==> src/rtl/z80_io_cycle_gen.sv <==
`default_nettype none
// ============================================================================
//  Module      : z80_io_cycle_gen
//  Description : Bus initiator for Z80-style IN/OUT cycles on the E800J I/O
//                bus. Accepts one request on a valid/ready handshake, runs
//                T1/T2/TW/T3 with nWAIT stretching and a timeout abort, and
//                returns read data plus an error flag on a one-cycle strobe.
//  Revision    : 1.0 - initial release
// ============================================================================
module z80_io_cycle_gen #(
   parameter int WAIT_STATES = 1,    // automatic TW states, 1..7
   parameter int TIMEOUT     = 255   // nWAIT-low TW cycles tolerated, 1..255
) (
   input  logic        CLK,
   input  logic        nRST,
   input  logic        REQ_VALID,
   output logic        REQ_READY,
   input  logic        REQ_WR,
   input  logic [15:0] REQ_ADDR,
   input  logic [7:0]  REQ_WDATA,
   output logic        RSP_VALID,
   output logic [7:0]  RSP_RDATA,
   output logic        RSP_ERR,
   output logic [15:0] A,
   output logic [7:0]  D_OUT,
   output logic        D_OE,
   input  logic [7:0]  D_IN,
   output logic        nIORQ,
   output logic        nRD,
   output logic        nWR,
   input  logic        nWAIT
);

   localparam logic [2:0] S_IDLE = 3'd0;
   localparam logic [2:0] S_T1   = 3'd1;
   localparam logic [2:0] S_T2   = 3'd2;
   localparam logic [2:0] S_TW   = 3'd3;
   localparam logic [2:0] S_T3   = 3'd4;

   localparam logic [2:0] WAIT_INIT = 3'(WAIT_STATES - 1);
   localparam logic [7:0] TO_LIMIT  = 8'(TIMEOUT);

   logic [2:0]  state_q, state_d;
   logic [2:0]  wait_q, wait_d;
   logic [7:0]  to_q, to_d;
   logic        err_q, err_d;
   logic        wr_q;
   logic [15:0] a_q;
   logic [7:0]  d_out_q;
   logic        d_oe_q;
   logic        niorq_q, nrd_q, nwr_q;
   logic        rsp_valid_q;
   logic [7:0]  rsp_rdata_q;
   logic        rsp_err_q;
   logic        accept;

   // Ready only in IDLE and never while reset is asserted.
   assign REQ_READY = nRST & (state_q == S_IDLE);
   assign accept    = REQ_VALID & REQ_READY;

   assign A         = a_q;
   assign D_OUT     = d_out_q;
   assign D_OE      = d_oe_q;
   assign nIORQ     = niorq_q;
   assign nRD       = nrd_q;
   assign nWR       = nwr_q;
   assign RSP_VALID = rsp_valid_q;
   assign RSP_RDATA = rsp_rdata_q;
   assign RSP_ERR   = rsp_err_q;

   // Next-state logic: T-state sequencing, wait-state countdown and timeout.
   always_comb begin
      state_d = state_q;
      wait_d  = wait_q;
      to_d    = to_q;
      err_d   = err_q;
      case (state_q)
         S_IDLE: if (accept) state_d = S_T1;
         S_T1:   state_d = S_T2;
         S_T2: begin
            state_d = S_TW;
            wait_d  = WAIT_INIT;
            to_d    = 8'd0;
            err_d   = 1'b0;
         end
         S_TW: begin
            if (wait_q != 3'd0) begin
               wait_d = wait_q - 3'd1;
            end else if (nWAIT) begin
               state_d = S_T3;
            end else if (to_q == TO_LIMIT) begin
               // Peripheral held nWAIT low for the full allowance: abort.
               state_d = S_T3;
               err_d   = 1'b1;
            end else begin
               to_d = to_q + 8'd1;
            end
         end
         S_T3:    state_d = S_IDLE;
         default: state_d = S_IDLE;
      endcase
   end

   // Registered state, bus drivers and response outputs.
   always_ff @(posedge CLK) begin
      if (!nRST) begin
         state_q     <= S_IDLE;
         wait_q      <= 3'd0;
         to_q        <= 8'd0;
         err_q       <= 1'b0;
         wr_q        <= 1'b0;
         a_q         <= 16'h0000;
         d_out_q     <= 8'h00;
         d_oe_q      <= 1'b0;
         niorq_q     <= 1'b1;
         nrd_q       <= 1'b1;
         nwr_q       <= 1'b1;
         rsp_valid_q <= 1'b0;
         rsp_rdata_q <= 8'h00;
         rsp_err_q   <= 1'b0;
      end else begin
         state_q     <= state_d;
         wait_q      <= wait_d;
         to_q        <= to_d;
         err_q       <= err_d;
         rsp_valid_q <= (state_q == S_T3);
         // Accept edge: set up T1 (address, and data drive for OUT).
         if (accept) begin
            wr_q    <= REQ_WR;
            a_q     <= REQ_ADDR;
            d_out_q <= REQ_WR ? REQ_WDATA : 8'h00;
            d_oe_q  <= REQ_WR;
         end
         // End of T1: assert IORQ and the direction strobe for T2 onwards.
         if (state_q == S_T1) begin
            niorq_q <= 1'b0;
            nrd_q   <= wr_q;
            nwr_q   <= ~wr_q;
         end
         // End of T3: release the bus and capture the response.
         if (state_q == S_T3) begin
            niorq_q     <= 1'b1;
            nrd_q       <= 1'b1;
            nwr_q       <= 1'b1;
            d_oe_q      <= 1'b0;
            rsp_err_q   <= err_q;
            rsp_rdata_q <= wr_q ? 8'h00 : (err_q ? 8'hFF : D_IN);
         end
      end
   end

endmodule
`default_nettype wire

==> config.mk <==
export PLATFORM = sky130hd
export DESIGN_NAME = z80_io_cycle_gen
export DESIGN_NICKNAME = d
export VERILOG_FILES = /design/src/rtl/z80_io_cycle_gen.sv
export SDC_FILE = /design/constraint.sdc
export NUM_CORES = 1
export LEC_CHECK = 0
export ABC_AREA = 0
export CORE_MARGIN = 2
export CORE_UTILIZATION = 41
export CTS_CLUSTER_SIZE = 24
export DETAILED_ROUTE_END_ITERATION = 6
export HOLD_SLACK_MARGIN = 0.03
export PLACE_DENSITY = 0.76
export SLEW_MARGIN = 10
export SYNTH_ARGS = -nofsm -noshare
export SYNTH_HDL_FRONTEND = slang
export SYNTH_SLANG_ARGS = --single-unit
==> constraint.sdc <==
create_clock -name CLK -period 1.65 [get_ports CLK]
set_input_delay 0.2475 -clock CLK [delete_from_list [all_inputs] [get_ports CLK]]
set_output_delay 0.2475 -clock CLK [all_outputs]
set_load 0.05 [all_outputs]
# Yosys cells after proc, flatten, opt, wreduce, memory -nomap -nowiden
# Cells that the tools add are included.
[totals]
output_inout_bits = 39
ff_bits = 54
[classes]
addsub = 2
n_bitwise = 4
n_eq_ne = 12
n_mux = 18
reduce_logical = 8
[op_table]
columns = ["op", "n"]
rows = [
  ["$mux W8", 6],
  ["$pmux W8 S2", 1],
  ["$mux W3", 5],
  ["$ne A2 B2 Y1 const B", 6],
  ["$pmux W3 S4", 1],
  ["$add A8 B1 Y8 const B", 1],
  ["$eq A8 B8 Y1 const B", 1],
  ["$reduce_and A4 Y1", 2],
  ["$eq A3 B2 Y1 const B", 2],
  ["$pmux W3 S2", 1],
  ["$eq A3 B1 Y1 const B", 1],
  ["$eq A3 B3 Y1 const B", 1],
  ["$logic_not A3 Y1", 1],
  ["$mux W1", 3],
  ["$ne A3 B3 Y1 const B", 1],
  ["$reduce_and A3 Y1", 1],
  ["$reduce_bool A3 Y1", 1],
  ["$sub A3 B1 Y3 const B", 1],
  ["$and A1 B1 Y1", 2],
  ["$not A1 Y1", 2],
  ["$pmux W1 S2", 1],
  ["$reduce_and A2 Y1", 1],
  ["$reduce_bool A2 Y1", 1],
  ["$reduce_or A2 Y1", 1],
]

# Depth between registers and ports, before layout
# Gate-level depths: netlist (run 1).
[depth]
depth_word = 5
ltp_mapped = 8

# Worst setup path before layout (run 1)
# OpenSTA, ideal clock, no wires.
[synth_path]
kind = "reg2reg"
startpoint = "register wait_q[0]"
endpoint = "register to_q[4]"
synth_period_minus_slack_ps = 1635
setup_ps = 62
t_arrival_ps = 1573
setup_slack_ps = 15
stages_incl_launch_ff = 8
t_required_ps = 1588
cell_sequence = "dfxtp_1 > inv_1 > ha_1 > ha_1 > clkbuf_1 > o2111ai_1 > or4_1 > nand3_1"
[synth_between]
elab_chain_len = 3
[synth_rtl]
columns = ["item", "line", "text"]
rows = [
  ["start: declaration", "44", "logic [2:0] wait_q, wait_d;"],
  ["start signal: assignment", "123", "wait_q <= wait_d;"],
  ["$reduce_bool A3 Y1", "87", "if (wait_q != 3'd0) begin"],
  ["$ne A2 B2 Y1 (no source line)", "--", ""],
  ["$reduce_and A4 Y1 (no source line)", "--", ""],
  ["end signal: assignment", "124", "to_q <= to_d;"],
  ["end: declaration", "45", "logic [7:0] to_q, to_d;"],
]
# No other way between the ends.
# A chain may end at the register's enable or synchronous reset.

# Final worst setup path (run 1)
[layout_path]
startpoint = "register wait_q[1]"
endpoint = "register to_q[3]"
# The elaborated chain is that of the path after synthesis.

==> impl_metrics.csv, run 1 <==
group,metric,value,unit
drt,wirelength,5.82,mm
min_path,min_path_type,"flip-flop to flip-flop",
floorplan,rows,26,
worst_setup_path,cpMostUsedCell,"ha_4",
floorplan,die_h,78.0,µm
drt,drt_iter0_drc,126,
floorplan,core-area,5200,µm²
run_status,failed_checks,"negative setup slack",
clock_tree,numClockSinks,54,
sta,finalMaxSlewViolations,0,
logic_synthesis,syn_inst,281,
worst_setup_path,path_cells,"inv_2, ha_4, ha_4, and4bb_4, o211ai_1, or4b_1, nand2_1",
floorplan,initial_utilization,0.431,
sta,fmax,599,MHz
worst_setup_path,required,1.90,ns
worst_setup_path,critPathTopFamily,"simple AND/OR/NAND/NOR gates",
clock_tree,clk_pin_slew,0.09,ns
logic_synthesis,synth_edf_count,0,
placed_design,placed_cells,433,
sta,setup_viol,1,
sta,fin_crit_sh,1.01,
placed_design,post-place-ws,-0.0758,ns
worst_setup_path,critPathBufInv,1,
worst_setup_path,r2r_slack,-0.02,ns
layout,diodes,0,
logic_synthesis,syn-num-nets,321,
run_status,status,"complete, but fails checks",
grt,track_usage,0.188,
sta,whs,0.453,ns
logic_synthesis,yosysUniqueCellTypes,39,
flow_run,drv_cap,0,
worst_setup_path,worst-path-stages,7,
grt,antenna_found_initial,0,
clock_tree,cts_buffer_depth,2,
layout,fin_cells,442,
floorplan,dieArea,6080,µm²
worst_setup_path,path_class,"flip-flop to flip-flop",
layout,final_common_cell,"buf_4",
logic_synthesis,synthesis.area,2240,µm²
worst_setup_path,rr_worst_depth,7,
layout,post-route-util,0.623,
power_and_ir_drop,p_total,2.66,mW
power_and_ir_drop,power_frac_seq,0.519,
power_and_ir_drop,p_clk_frac,0.282,
logic_synthesis,syn_avg_cell_area,7.98,µm²
placed_design,place_area,3110,µm²
power_and_ir_drop,switching_share,0.283,
sta,worstMarginPinSlew,0.387,ns
power_and_ir_drop,p_leak,1.40,nW
sta,grt_setup_unrepaired,"true",
drt,ant_nets,0,
layout,final_layout_size_suffix_gt1_frac,0.220,
worst_setup_path,max_stage_delay,0.52,ns
worst_setup_path,cp-start-kind,"flip-flop",
worst_setup_path,cp.arrival,1.92,ns
worst_setup_path,crit_slowest_cell,"or4b_1",
drt,avgRoutedWirePerCell,13.2,µm
power_and_ir_drop,intPower,1.91,mW
clock_tree,cts_buffers,5,
sta,fin_crit,1.67,ns
min_path,hold_depth,2,
layout,fin_nets,411,
power_and_ir_drop,irDropWorstVdd,0.560,mV
clock_tree,cts_tree,"built",
power_and_ir_drop,power_frac_comb,0.199,
drt,vias,2272,
grt,grt_pass1_vias,2154,
placed_design,gp_congestion,0.846,
drt,avgViaCountPerCell,5.14,
logic_synthesis,synthArstFlopShare,0,
clock_tree,h-tree-depth,2,
sta,fin_ws,-0.0197,ns
clock_tree,cts_hold_buf,0,
placed_design,dp_hpwl,4.22,mm
worst_setup_path,critPathMaxFanout,3,
logic_synthesis,ys_seq_elements,54,
clock_tree,cts_root_buf,"clkbuf_8",
sta,slew_headroom,0.739,
sta,finClkSkew,0.00639,ns
floorplan,num_io_pins,76,
sta,hold_viol_final,0,
worst_setup_path,end_kind,"flip-flop",
grt,grt_overflow,0,
floorplan,die_x,78.0,µm
grt,grt_pass1_wl,9.46,mm
layout,area_delta_synth_final,44.7,%
grt,grt_max_degree,27,
clock_tree,clk_latency,0.30,ns
logic_synthesis,synthFlopType,"dfxtp_1",
sta,finalSetupTns,-0.0197,ns
power_and_ir_drop,powerDensity,821,nW/µm²
layout,design_area,3240,µm²
drt,drtPass1Iterations,4,
logic_synthesis,yosysWarnings,0,
placed_design,portBuffers,75,
drt,drc,0,
power_and_ir_drop,switchingPower,0.754,mW
layout,final_cell_mix,"buf_4 (63), nand2_1 (62), dfxtp_1 (52)",
logic_synthesis,yosysSeqAreaShare,0.482,
[registers in the layout, summed over array words and instances, names as in the netlist, 3 cells and up]
signal     count
A             16
D_OUT          8
RSP_RDATA      8
state_q        3
to_q           8
wait_q         3
[cells in the mapped netlist (2+ instances only)]
library cell / n / share of area
a21o_1: 2 / 0.0067
a21oi_1: 15 / 0.033
a22oi_1: 2 / 0.0067
a31oi_1: 3 / 0.0084
and2_1: 5 / 0.014
and3_1: 5 / 0.014
buf_1: 2 / 0.0033
buf_2: 4 / 0.0089
clkbuf_1: 10 / 0.017
dfxtp_1: 54 / 0.48
ha_1: 3 / 0.017
inv_1: 7 / 0.012
mux2i_1: 2 / 0.0089
nand2_1: 62 / 0.10
nand2b_1: 4 / 0.011
nand3_1: 32 / 0.071
nand4_1: 4 / 0.011
nor2_1: 20 / 0.033
nor2b_1: 3 / 0.0084
nor3_1: 5 / 0.011
o2111ai_1: 2 / 0.0078
o211ai_1: 2 / 0.0067
o21ai_0: 8 / 0.018
o21ai_1: 9 / 0.020
o31ai_1: 2 / 0.0067
[kinds of logic after synthesis]
family / synth area share
simple gates: 0.309
flops: 0.482
buf+inv: 0.0491
mux: 0.00893
compound gates: 0.134
fa+ha+maj: 0.0167
[repair_timing]
item,CTS,global route
endpoints found under the hold margin,0,0
gates resized for setup,3,7
endpoints found under the setup margin,1,8
buffers inserted,0,1
pin swaps,0,6
[power groups by stage]
stage | registers [mW] | logic, mW | clock network [mW]
floorplan | 1.56 | 0.143 | 0
global placement | 1.41 | 0.523 | 0
detailed placement | 1.41 | 0.530 | 0
CTS | 1.38 | 0.531 | 0.776
global route | 1.39 | 0.563 | 0.816
finish | 1.38 | 0.528 | 0.752
[routing by layer]
layer	wire length, µm	part of all wire	track usage	vias to the layer above
met2	2890	0.50	0.341	66
met5	0	0	0	-
met4	31	0.0053	0.0368	0
li1	-	-	-	1139
met3	347	0.060	0.0477	4
met1	2550	0.44	0.224	1063
[path summary, 6_finish.rpt]
kind	startpoint	endpoint
hold / removal	RSP_RDATA[1]	RSP_RDATA[1]
hold reg to reg	RSP_RDATA[1]	RSP_RDATA[1]
setup / recovery	wait_q[1]	to_q[3]
setup reg to reg	wait_q[1]	to_q[3]
[worst reg2reg max path: stages, from the launching register on]
cell	delay, ns
dfxtp_2	0.34
inv_2	0.07
ha_4	0.14
ha_4	0.13
and4bb_4	0.23
o211ai_1	0.12
or4b_1	0.52
nand2_1	0.07
[final cells by class]
cell class / instances / area (µm²)
clock buffers: 7 / 86.3
clock inverters: 1 / 5.00
fillers: 474 / 1960
inverters: 7 / 26.3
multi-input cells: 202 / 1080
flip-flops and latches: 54 / 1080
well taps: 70 / 87.6
repair buffers: 101 / 873
No activity file was read; power rests on OpenSTA's default activity.
==> run 2: changes to the inputs <==
--- a/config.mk
+++ b/config.mk
@@ -11,7 +11,7 @@
 export CTS_CLUSTER_SIZE = 24
 export DETAILED_ROUTE_END_ITERATION = 6
 export HOLD_SLACK_MARGIN = 0.03
-export PLACE_DENSITY = 0.76
+export PLACE_DENSITY_LB_ADDON = 0.05
 export SLEW_MARGIN = 10
 export SYNTH_ARGS = -nofsm -noshare
 export SYNTH_HDL_FRONTEND = slang
==> run 2 against run 1 <==
Against the previous run:
- critical path type unchanged
- worst setup slack improved by 0.049 ns
- the run now ends clean
- non-clock buffer count grew 1
- cell area up 1.9%
- via count down 1.7%
- combinational power is essentially flat
- wire length is 5.6% lower
- critical path depth unchanged
- die area unchanged
- clock-buffer cell count fell by 2
- clock power rose by 24%
==> impl_metrics.csv, run 2 (synthesized netlist as in run 1, its figures left out) <==
group,metric,value,unit
run_status,status,"completed",
sta,worstMarginPinSlew,0.442,ns
placed_design,gp_congestion,0.821,
placed_design,portBuffers,75,
placed_design,dp_hpwl,4.00,mm
min_path,hold_end,"A[0]",
sta,slew_headroom,0.701,
sta,finalMaxSlewViolations,0,
layout,diodes,0,
worst_setup_path,cpMostUsedCell,"ha_4",
grt,grt_pass1_vias,2052,
worst_setup_path,cp-start-kind,"flip-flop",
drt,vias,2233,
worst_setup_path,critPathMaxFanout,2,
clock_tree,cts_buffers,5,
layout,largest_reg_flops,16,
sta,finClkSkew,0.00682,ns
layout,fin_cells,443,
drt,ant_nets,0,
sta,hold_viol_final,0,
drt,drtPass1Iterations,4,
layout,area_delta_synth_final,47.4,%
worst_setup_path,end_kind,"flip-flop",
sta,fin_crit_sh,0.982,
power_and_ir_drop,p_leak,1.42,nW
worst_setup_path,rr_worst_depth,7,
floorplan,rows,26,
floorplan,die_h,78.0,µm
layout,post-route-util,0.635,
worst_setup_path,cp.arrival,1.88,ns
sta,fin_crit,1.62,ns
clock_tree,clk_pin_slew,0.11,ns
min_path,hold_path.startpoint,"REQ_ADDR[0]",
layout,fillers,478,
clock_tree,h-tree-depth,2,
layout,final_common_cell,"buf_4",
sta,setup_viol,0,
drt,drt_iter0_drc,84,
drt,wirelength,5.49,mm
worst_setup_path,path_cells,"inv_2, ha_4, ha_4, and4bb_4, o211ai_1, or4b_1, nand2_1",
min_path,min_path_type,"primary input to flip-flop",
sta,finalSetupTns,0,ns
worst_setup_path,r2r-start,"wait_q[1]",
floorplan,dieArea,6080,µm²
layout,seq_area,1080,µm²
worst_setup_path,required,1.91,ns
worst_setup_path,critPathTopFamily,"simple AND/OR/NAND/NOR gates",
drt,drc,0,
min_path,hold_depth,3,
worst_setup_path,path_class,"flip-flop to flip-flop",
clock_tree,cts_root_buf,"clkbuf_8",
grt,antenna_found_initial,0,
flow_run,drv_cap,0,
worst_setup_path,crit_slowest_cell,"or4b_1",
layout,final_layout_size_suffix_gt1_frac,0.233,
layout,multi_input_area,1100,µm²
clock_tree,cts_buffer_depth,2,
clock_tree,numClockSinks,54,
drt,avgViaCountPerCell,5.04,
placed_design,placed_cells,433,
grt,grt_overflow,0,
floorplan,num_io_pins,76,
power_and_ir_drop,irDropWorstVdd,0.469,mV
floorplan,core-area,5200,µm²
floorplan,die_x,78.0,µm
grt,grt_max_degree,27,
grt,grt_pass1_wl,9.17,mm
worst_setup_path,r2r-end,"to_q[3]",
worst_setup_path,max_stage_delay,0.51,ns
layout,final_cell_mix,"buf_4 (63), nand2_1 (62), dfxtp_1 (52)",
worst_setup_path,critPathBufInv,1,
floorplan,initial_utilization,0.431,
clock_tree,cts_tree,"built",
sta,fmax,617,MHz
power_and_ir_drop,powerDensity,860,nW/µm²
drt,avgRoutedWirePerCell,12.4,µm
clock_tree,clk_latency,0.31,ns
grt,track_usage,0.185,
worst_setup_path,r2r_slack,0.03,ns
layout,fin_nets,412,
-- run 2: cell count changes in the layout (fill, tap and decap cells not counted), sizes merged --
| cell | delta |
|---|---|
| buf | +1 |
| bufinv | +1 |
| clkbuf | -2 |
| clkinv | -1 |
| clkinvlp | +1 |
| inv | +1 |
-- run 2: worst max-delay path by stage --
stage | from | end | slack, ns | cells past startpoint
floorplan | wait_q[0] | to_q[4] | 0.01 | 7
global placement | nWAIT | to_q[3] | -0.06 | 5
detailed placement | nWAIT | to_q[3] | -0.06 | 5
CTS | wait_q[0] | to_q[1] | 0.002 | 7
global route | wait_q[1] | to_q[3] | -0.03 | 7
finish | wait_q[1] | to_q[3] | 0.03 | 7
-- run 2: worst min-delay path, cell delays in order --
cell and delay [ns]:
clkdlybuf4s50_1 0.39, nand2_1 0.05, nand2_1 0.04
-- run 2: area by class of cell --
cell class	instances	area share
Multi-Input combinational cell	202	0.332
Timing Repair Buffer	102	0.270
Sequential cell	54	0.328
Clock inverter	3	0.0148
Inverter	7	0.00795
Tap cell	70	0.0265
Clock buffer	5	0.0208
-- run 2: what timing repair did --
| action | CTS | global route |
|---|---|---|
| endpoints found under the setup margin | 1 | 8 |
| buffers inserted | 0 | 2 |
| hold buffers | 0 | 0 |
| pin swaps | 0 | 7 |
| resized for setup | 1 | 12 |
-- run 2: layer usage --
metal | vias to the layer above | GRT usage | part of all wire
li1 | 1145 | - | -
met1 | 1024 | 0.225 | 0.44
met2 | 57 | 0.307 | 0.47
met3 | 7 | 0.0616 | 0.074
met4 | 0 | 0.0614 | 0.011
met5 | - | 0 | 0
-- run 2: through the flow --
step / hold slack, ns / power (mW) / setup WS [ns] / instance area (µm²)
2_1_floorplan: 0.346 / 1.71 / 0.0145 / 2240
3_3_place_gp: 0.435 / 1.94 / -0.0600 / 3120
3_5_place_dp: 0.445 / 1.94 / -0.0619 / 3120
4_1_cts: 0.442 / 2.88 / 0.00244 / 3240
5_1_grt: 0.444 / 2.97 / -0.0263 / 3300
6_report: 0.452 / 2.84 / 0.0292 / 3300
-- run 2: power breakdown --
| group | switching, mW | leakage, nW | total [mW] | internal, mW |
|---|---|---|---|---|
| logic | 0.308 | 0.925 | 0.527 | 0.219 |
| registers | 0.0319 | 0.440 | 1.38 | 1.35 |
| clock network | 0.467 | 0.0563 | 0.930 | 0.463 |
==> run 3: changes to the inputs <==
--- a/config.mk
+++ b/config.mk
@@ -6,7 +6,7 @@
 export NUM_CORES = 1
 export LEC_CHECK = 0
 export ABC_AREA = 0
-export CORE_MARGIN = 2
+export CAP_MARGIN = 10
 export CORE_UTILIZATION = 41
 export CTS_CLUSTER_SIZE = 24
 export DETAILED_ROUTE_END_ITERATION = 6
==> constraint.sdc (replaced) <==
create_clock -name CLK -period 1.65 [get_ports CLK]
set_input_delay 0.2475 -clock CLK [delete_from_list [all_inputs] [get_ports CLK]]
set_output_delay 0.2475 -clock CLK [all_outputs]
set_load 0.02 [all_outputs]
==> run 3 against run 2 <==
Against the previous run:
- worst setup slack better by 0.00067 ns
- first-iteration DRC count is 17% higher
- sequential power hardly changed
- die area is 5.1% lower
- clock-buffer cell count is 3 higher
- global-route usage is 0.46 points higher
- cell area is 2.0% higher
- core utilization is 1.7 points higher
- sequential share of layout area is 0.65 points lower
- critical path type unchanged
- highest routed layer unchanged
==> impl_metrics.csv, run 3 (synthesized netlist as in run 1, its figures left out) <==
group,metric,value,unit
run_status,status,"completed",
floorplan,core-area,5170,µm²
clock_tree,h-tree-depth,2,
clock_tree,numClockSinks,54,
placed_design,place_area,3220,µm²
sta,fin_ws,0.0299,ns
layout,final_layout_size_suffix_gt1_frac,0.121,
grt,grt_overflow,0,
placed_design,placed_cells,433,
drt,avgRoutedWirePerCell,12.1,µm
sta,worstMarginPinSlew,0.420,ns
flow_run,drv_cap,0,
floorplan,die_x,76.0,µm
worst_setup_path,cpMostUsedCell,"ha_4",
grt,antenna_found_initial,0,
sta,fin_crit_sh,0.982,
sta,fin_crit,1.62,ns
clock_tree,cts_hold_buf,0,
floorplan,num_io_pins,76,
worst_setup_path,end_kind,"flip-flop",
sta,hold_viol_final,0,
clock_tree,cts_buffers,5,
grt,grt_pass1_vias,1952,
placed_design,post-place-ws,-0.123,ns
drt,vias,2189,
placed_design,portBuffers,75,
floorplan,rows,26,
floorplan,die_h,76.0,µm
power_and_ir_drop,p_leak,1.35,nW
drt,wirelength,5.37,mm
layout,fin_nets,411,
drt,drc,0,
floorplan,dieArea,5770,µm²
sta,finClkSkew,0.00337,ns
sta,grt_setup_unrepaired,"true",
clock_tree,cts_tree,"built",
placed_design,dp_hpwl,3.80,mm
power_and_ir_drop,powerDensity,786,nW/µm²
sta,setup_viol,0,
power_and_ir_drop,irDropWorstVdd,0.458,mV
layout,diodes,0,
grt,grt_max_degree,27,
worst_setup_path,path_cells,"inv_2, ha_4, ha_4, and4bb_4, o211ai_1, or4b_1, nand2_1",
drt,avgViaCountPerCell,4.95,
worst_setup_path,critPathMaxFanout,2,
floorplan,initial_utilization,0.433,
sta,finalMaxSlewViolations,0,
min_path,min_path_type,"flip-flop to flip-flop",
layout,final_common_cell,"clkdlybuf4s50_1",
worst_setup_path,cp.arrival,1.88,ns
worst_setup_path,max_stage_delay,0.51,ns
sta,slew_headroom,0.716,
worst_setup_path,cp-start-kind,"flip-flop",
grt,track_usage,0.190,
placed_design,gp_congestion,0.797,
drt,drt_iter0_drc,98,
layout,fin_cells,442,
layout,largest_reg_flops,16,
clock_tree,clk_latency,0.30,ns
drt,drtPass1Iterations,4,
drt,ant_nets,0,
clock_tree,cts_root_buf,"clkbuf_8",
clock_tree,clk_pin_slew,0.09,ns
layout,final_cell_mix,"clkdlybuf4s50_1 (74), nand2_1 (62), dfxtp_1 (52)",
worst_setup_path,path_class,"flip-flop to flip-flop",
worst_setup_path,required,1.90,ns
layout,area_delta_synth_final,50.3,%
clock_tree,cts_buffer_depth,2,
sta,fmax,617,MHz
layout,design_area,3370,µm²
worst_setup_path,crit_slowest_cell,"or4b_1",
grt,grt_pass1_wl,8.88,mm
run 3: power by group:
part | internal (mW) | leakage (nW) | switching [mW] | total, mW
Sequential | 1.35 | 0.440 | 0.0267 | 1.38
Clock | 0.424 | 0.0575 | 0.404 | 0.828
Combinational | 0.235 | 0.850 | 0.207 | 0.442
Total | 2.01 | 1.35 | 0.637 | 2.65
run 3: timing repair:
action | 4_1_cts | 5_1_grt
setup endpoints to repair | 1 | 7
buffers inserted | 0 | 1
pin swaps | 0 | 5
resized for setup | 1 | 12
run 3: critical path, delay by kind of cell (launching register included):
kind,cells,cell delay (ns)
compound gates,1,0.11
fa+ha+maj,2,0.26
buf+inv,1,0.06
flops,1,0.34
simple gates,3,0.80
run 3: per-layer routing:
| layer | track usage | part of all wire |
|---|---|---|
| met1 | 0.240 | 0.47 |
| met2 | 0.306 | 0.45 |
| met3 | 0.0470 | 0.062 |
| met4 | 0.0808 | 0.017 |
| met5 | 0 | 0 |
run 3: area by class of cell:
type / count / area [µm²]
fillers: 433 / 1800
multi-input cells: 202 / 1080
flip-flops and latches: 54 / 1080
repair buffers: 101 / 978
clock buffers: 8 / 110
well taps: 70 / 87.6
inverters: 7 / 26.3
run 3: worst paths after layout:
path / start / endpoint / slack [ns] / depth (start not counted)
worst min-delay path: RSP_RDATA[4] / RSP_RDATA[4] / 0.45 / 2
worst max register to register: wait_q[1] / to_q[3] / 0.03 / 7
worst min register to register: RSP_RDATA[4] / RSP_RDATA[4] / 0.45 / 2
worst max-delay path: wait_q[1] / to_q[3] / 0.03 / 7
run 3: through the flow:
step | total power [mW] | hold WS [ns] | TNS (ns) | util
finish | 2.65 | 0.449 | 0 | 0.652
global route | 2.78 | 0.465 | -0.0455 | 0.652
CTS | 2.68 | 0.453 | 0 | 0.644
detailed placement | 1.85 | 0.440 | -0.531 | 0.623
global placement | 1.85 | 0.433 | -0.480 | 0.623
floorplan | 1.60 | 0.346 | 0 | -
